## src/rtl/mem_stream_pkg.sv

```systemverilog
// Shared types for the streaming memory reader.
package mem_stream_pkg;

   typedef enum logic [1:0] {
      IDLE  = 2'd0,
      READ  = 2'd1,
      FLUSH = 2'd2
   } rd_state_e;

endpackage

```

## src/rtl/mem_stream_reader_fifo2.sv

```systemverilog
// Two-entry synchronous FIFO; head word is always presented on o_data.
module fifo2 #(
   parameter int DATA_WIDTH = 32
) (
   input  logic                  clk,
   input  logic                  rst,
   input  logic                  i_push,
   input  logic [DATA_WIDTH-1:0] i_data,
   input  logic                  i_pop,
   output logic [DATA_WIDTH-1:0] o_data,
   output logic [1:0]            o_count,
   output logic                  o_empty,
   output logic                  o_full
);

   logic [DATA_WIDTH-1:0] r_q0;
   logic [DATA_WIDTH-1:0] r_q1;
   logic [1:0]            r_count;
   logic                  w_pop;
   logic                  w_push;

   assign w_pop  = i_pop & (r_count != 2'd0);
   assign w_push = i_push & ((r_count != 2'd2) | w_pop);

   always_ff @(posedge clk) begin
      if (rst) begin
         r_q0    <= '0;
         r_q1    <= '0;
         r_count <= 2'd0;
      end else begin
         case ({w_push, w_pop})
            2'b10: begin
               if (r_count == 2'd0) r_q0 <= i_data;
               else                 r_q1 <= i_data;
               r_count <= r_count + 2'd1;
            end
            2'b01: begin
               r_q0    <= r_q1;
               r_count <= r_count - 2'd1;
            end
            2'b11: begin
               // Simultaneous push/pop: the incoming word lands behind whatever remains.
               if (r_count == 2'd1) begin
                  r_q0 <= i_data;
               end else begin
                  r_q0 <= r_q1;
                  r_q1 <= i_data;
               end
            end
            default: ;
         endcase
      end
   end

   assign o_data  = r_q0;
   assign o_count = r_count;
   assign o_empty = (r_count == 2'd0);
   assign o_full  = (r_count == 2'd2);

endmodule

```

## src/rtl/mem_stream_reader.sv

```systemverilog
// Burst read initiator for mem_simple, streaming words out on valid/ready.
// state | meaning
// IDLE  | waiting for i_start
// READ  | issuing sequential reads, throttled by buffer room
// FLUSH | all reads issued, draining buffer before o_done
module mem_stream_reader
   import mem_stream_pkg::*;
#(
   parameter int NUM_ENTRIES = 64,
   parameter int DATA_WIDTH  = 32,
   parameter int ADDR_WIDTH  = $clog2(NUM_ENTRIES)
) (
   input  logic                  clk,
   input  logic                  rst,
   input  logic                  i_start,
   input  logic [ADDR_WIDTH-1:0] i_base_addr,
   input  logic [ADDR_WIDTH:0]   i_len,
   output logic                  o_busy,
   output logic                  o_done,
   output logic                  o_cenb,
   output logic                  o_wenb,
   output logic [ADDR_WIDTH-1:0] o_addr,
   input  logic [DATA_WIDTH-1:0] i_mem_data,
   output logic [DATA_WIDTH-1:0] o_data,
   output logic                  o_valid,
   input  logic                  i_ready
);

   rd_state_e             r_state;
   rd_state_e             w_next_state;
   logic [ADDR_WIDTH-1:0] r_addr;
   logic [ADDR_WIDTH-1:0] w_addr_nxt;
   logic [ADDR_WIDTH:0]   r_remain;
   logic                  r_pending;
   logic                  r_zero_done;
   logic                  w_issue;
   logic                  w_slot;
   logic                  w_pop;
   logic [1:0]            w_count;
   logic                  w_empty;
   logic                  w_full;
   logic                  w_accept;

   fifo2 #(.DATA_WIDTH(DATA_WIDTH)) u_fifo (
      .clk     (clk),
      .rst     (rst),
      .i_push  (r_pending),
      .i_data  (i_mem_data),
      .i_pop   (w_pop),
      .o_data  (o_data),
      .o_count (w_count),
      .o_empty (w_empty),
      .o_full  (w_full)
   );

   assign o_valid  = ~w_empty;
   assign w_pop    = o_valid & i_ready;
   assign w_accept = (r_state == IDLE) & i_start;

   // count + pending - pop < 2, with count + pending never exceeding 2
   assign w_slot  = w_pop | (~w_full & ~(r_pending & (w_count == 2'd1)));
   assign w_issue = (r_state == READ) & (r_remain != '0) & w_slot;

   assign w_addr_nxt = (r_addr == ADDR_WIDTH'(NUM_ENTRIES - 1)) ? '0 : r_addr + ADDR_WIDTH'(1);

   always_ff @(posedge clk) begin
      if (rst) r_state <= IDLE;
      else     r_state <= w_next_state;
   end

   always_comb begin
      w_next_state = r_state;
      case (r_state)
         IDLE:    if (i_start && (i_len != '0)) w_next_state = READ;
         READ:    if (w_issue && (r_remain == (ADDR_WIDTH+1)'(1))) w_next_state = FLUSH;
         FLUSH:   if (w_empty && !r_pending) w_next_state = IDLE;
         default: w_next_state = IDLE;
      endcase
   end

   always_comb begin
      o_busy = (r_state != IDLE);
      o_done = r_zero_done | ((r_state == FLUSH) & w_empty & ~r_pending);
      o_cenb = ~w_issue;
      o_wenb = 1'b1;
      o_addr = r_addr;
   end

   always_ff @(posedge clk) begin
      if (rst) begin
         r_addr      <= '0;
         r_remain    <= '0;
         r_pending   <= 1'b0;
         r_zero_done <= 1'b0;
      end else begin
         r_pending   <= w_issue;
         r_zero_done <= w_accept & (i_len == '0);
         if (w_accept && (i_len != '0)) begin
            r_addr   <= i_base_addr;
            r_remain <= i_len;
         end else if (w_issue) begin
            r_addr   <= w_addr_nxt;
            r_remain <= r_remain - (ADDR_WIDTH+1)'(1);
         end
      end
   end

endmodule
```

## config.mk

```make
export PLATFORM = sky130hd
export DESIGN_NAME = mem_stream_reader
export DESIGN_NICKNAME = d
export VERILOG_FILES = /design/src/rtl/mem_stream_pkg.sv /design/src/rtl/mem_stream_reader_fifo2.sv /design/src/rtl/mem_stream_reader.sv
export SDC_FILE = /design/constraint.sdc
export NUM_CORES = 1
export LEC_CHECK = 0
export BUFFER_PORTS_ARGS = -buffer_cell sky130_fd_sc_hd__buf_2
export CORE_MARGIN = 10
export CORE_UTILIZATION = 51
export CTS_CLUSTER_SIZE = 20
export DETAILED_ROUTE_END_ITERATION = 10
export HOLD_SLACK_MARGIN = 0.05
export PLACE_DENSITY = 0.77
export SYNTH_ARGS = -nofsm -noshare
export SYNTH_HDL_FRONTEND = slang
export SYNTH_SLANG_ARGS = --single-unit
```

## constraint.sdc

```tcl
create_clock -name clk -period 5.2 [get_ports clk]
set_clock_uncertainty 0.05 [all_clocks]
set_input_delay 0.26 -clock clk [delete_from_list [all_inputs] [get_ports clk]]
set_output_delay 0.26 -clock clk [all_outputs]
set_load 0.01 [all_outputs]
```

==> results.json <==
{
  "status": "completed",
  "start_kind": "register",
  "avgSynthCellArea_sq_um": 7.93,
  "num_antenna_cells": 0,
  "multiInputGateArea_sq_um": 1820,
  "area_delta_synth_final_pct": 18.3,
  "die_w_microns": 105,
  "crit_type": "register to register",
  "initial_core_util_pct": 53.2,
  "antenna_left": 0,
  "grt_pass1_vias": 3405,
  "grt_max_degree": 85,
  "worstPathCellList": "inv_1 -> ha_1 -> nand2_1 -> nand2_1 -> nand2_1 -> a311oi_1",
  "synthCells": 461,
  "yosys_warnings": 0,
  "cts_sinks": 83,
  "dr.pass1.iters": 4,
  "async_reset_ff_share_pct": 0,
  "hold_viol_final": 0,
  "irDropWorstVdd_uv": 242,
  "rows": 30,
  "power.leakage_uw": 0.00173,
  "worstMarginPinSlew_ns": 1.24,
  "crit_path_end_kind": "register",
  "clock_path_buffers": 2,
  "timing.fmax_mhz": 329,
  "place_ws_ns": 2.22,
  "drc": 0,
  "tritoncts": "yes",
  "htree_levels": 3,
  "num_vias": 3448,
  "cp_data_required_time_ns": 5.34,
  "setup_slack_ns": 2.16,
  "dieArea_sq_um": 11000,
  "crit_top_cell": "nand2_1",
  "fin_util_pct": 63.0,
  "fin_crit_sh_pct": 58.5,
  "antenna_found_initial": 0,
  "post_cts_buffers": 0,
  "drive_gt1_share_pct": 22.8,
  "wirelength_microns": 9230,
  "wire_per_inst_microns": 14.7,
  "insertion_delay_ns": 0.35,
  "setup_viol": 0,
  "path_clk_slew_ns": 0.09,
  "grt_first_pass_wirelength_microns": 15600,
  "synth-seq-area-share_pct": 45.4,
  "root_buffer": "clkbuf_8",
  "hpwl_microns": 6350,
  "ctsResizeCount": 0,
  "final_cell_mix": "108 x nand2_1, 90 x buf_2, 83 x dfxtp_1",
  "synth_seq_cells": 83,
  "core-area_sq_um": 6870,
  "final_max_slew_viol_count": 0,
  "netlist_area_sq_um": 3660,
  "place_congestion": 0.811,
  "hp-class": "input pin to register",
  "cts_buffers": 9,
  "via_per_inst": 5.47,
  "grt.total_usage_pct": 16.4,
  "n_fill_cell": 625,
  "power_density_nw_per_um2": 510,
  "layout_commonest_cell": "nand2_1",
  "path_max_fanout": 33,
  "grt_overflow": 0,
  "synth_flop_cell": "dfxtp_1",
  "syn_nets": 516,
  "drtIter0Drc": 210,
  "tns_ns": 0,
  "arrival_ns": 3.18,
  "io_pins": 92,
  "fp.dieH_microns": 105,
  "critPathSlowestCell": "nand2_1",
  "rsz0062_at_grt": "no",
  "portBuffers": 90,
  "hold_buffers": 0,
  "fin_nets": 584,
  "register_area_sq_um": 1660,
  "max_slew_margin_pct": 17.3,
  "period_needed_ns": 3.04,
  "synth-edff-count": 0,
  "drv_cap": 0,
  "synth.distinct_cells": 47,
  "cpPeakStageDelay_ns": 0.94
}
layout make-up:
type	instances	share of cell area [%]
multi-input cells	336	42.2
flip-flops and latches	83	38.4
repair buffers	92	10.8
clock buffers	9	2.86
well taps	96	2.78
clock inverters	7	2.34
inverters	7	0.665
state kept, by name, summed over array words and instances (netlist names):
name            count
o_addr              6
u_fifo.r_q1        32
u_fifo.o_count      2
r_zero_done         1
u_fifo.o_data      32
r_pending           1
r_state             2
r_remain            7
per-layer routing:
layer | wire (microns) | vias up | GRT usage [%]
li1 | - | 1751 | -
met1 | 3950 | 1569 | 19.1
met2 | 4470 | 112 | 28.4
met3 | 669 | 16 | 4.24
met4 | 139 | 0 | 5.78
met5 | 0 | - | 0
cells in the mapped netlist, types with 2 or more instances:
| cell | n | area share, % |
|---|---|---|
| or3_1 | 4 | 0.68 |
| a21oi_1 | 42 | 5.7 |
| or2_2 | 2 | 0.34 |
| nand2_1 | 108 | 11 |
| buf_2 | 6 | 0.82 |
| and3_1 | 4 | 0.68 |
| nor3_1 | 3 | 0.41 |
| a211oi_1 | 2 | 0.41 |
| clkbuf_1 | 23 | 2.4 |
| a311oi_1 | 36 | 8.6 |
| inv_1 | 6 | 0.62 |
| xnor2_1 | 3 | 0.72 |
| dfxtp_1 | 83 | 45 |
| mux2i_1 | 2 | 0.55 |
| ha_1 | 6 | 2.1 |
| nand3_1 | 36 | 4.9 |
| a31oi_1 | 6 | 1.0 |
| buf_1 | 5 | 0.51 |
| or3_2 | 3 | 0.62 |
| o211ai_1 | 3 | 0.62 |
| a32oi_1 | 2 | 0.48 |
| o21ai_0 | 6 | 0.82 |
| nor2_1 | 45 | 4.6 |
| nor4_1 | 2 | 0.34 |
per-stage QoR:
step	power [uW]	hold WS, ns	area [sq um]	instances
detailed placement	1710	0.397	4100	614
CTS	2220	0.0935	4330	630
finish	2210	0.0953	4330	630
floorplan	1450	0.346	3660	461
global route	2370	0.0957	4330	630
global placement	1680	0.392	4100	614
where the power goes:
| group | internal, uW | leakage [uW] | switching [uW] |
|---|---|---|---|
| Clock | 275 | 0.000111 | 248 |
| Sequential | 783 | 0.000678 | 87.9 |
| Combinational | 307 | 0.000942 | 508 |
| Total | 1360 | 0.00173 | 843 |
worst paths after layout:
kind | from | to | slack (ns) | cells after the start
hold / removal | i_mem_data[19] | u_fifo.r_q1[19] | 0.1 | 3
setup / recovery | u_fifo.o_count[1] | u_fifo.o_data[14] | 2.16 | 6
hold reg to reg | u_fifo.r_q1[8] | u_fifo.r_q1[8] | 0.41 | 2
setup reg to reg | u_fifo.o_count[1] | u_fifo.o_data[14] | 2.16 | 6
cells by family (layout without fill, tap and decap cells):
logic type / Yosys count / after routing / synth area share, %
AOI/OAI and AO/OA: 106 / 106 / 20.0
xor gates and xnor gates: 3 / 3 / 0.719
adders and majority gates: 6 / 6 / 2.05
buffers and inverters: 42 / 115 / 4.69
DFF: 83 / 83 / 45.4
muxes: 2 / 2 / 0.548
other: 1 / 1 / 0.103
and+or+nand+nor: 218 / 218 / 26.5
critical path: cells and delay by family (launching register included):
kind | cells | cell delay [ns]
adder cells (fa/ha/maj) | 1 | 0.21
buffers and inverters | 1 | 0.07
AND/OR/NAND/NOR | 3 | 2.04
AO/OA/AOI/OAI | 1 | 0.11
flip-flops | 1 | 0.38
No activity file was read; power rests on OpenSTA's default activity.
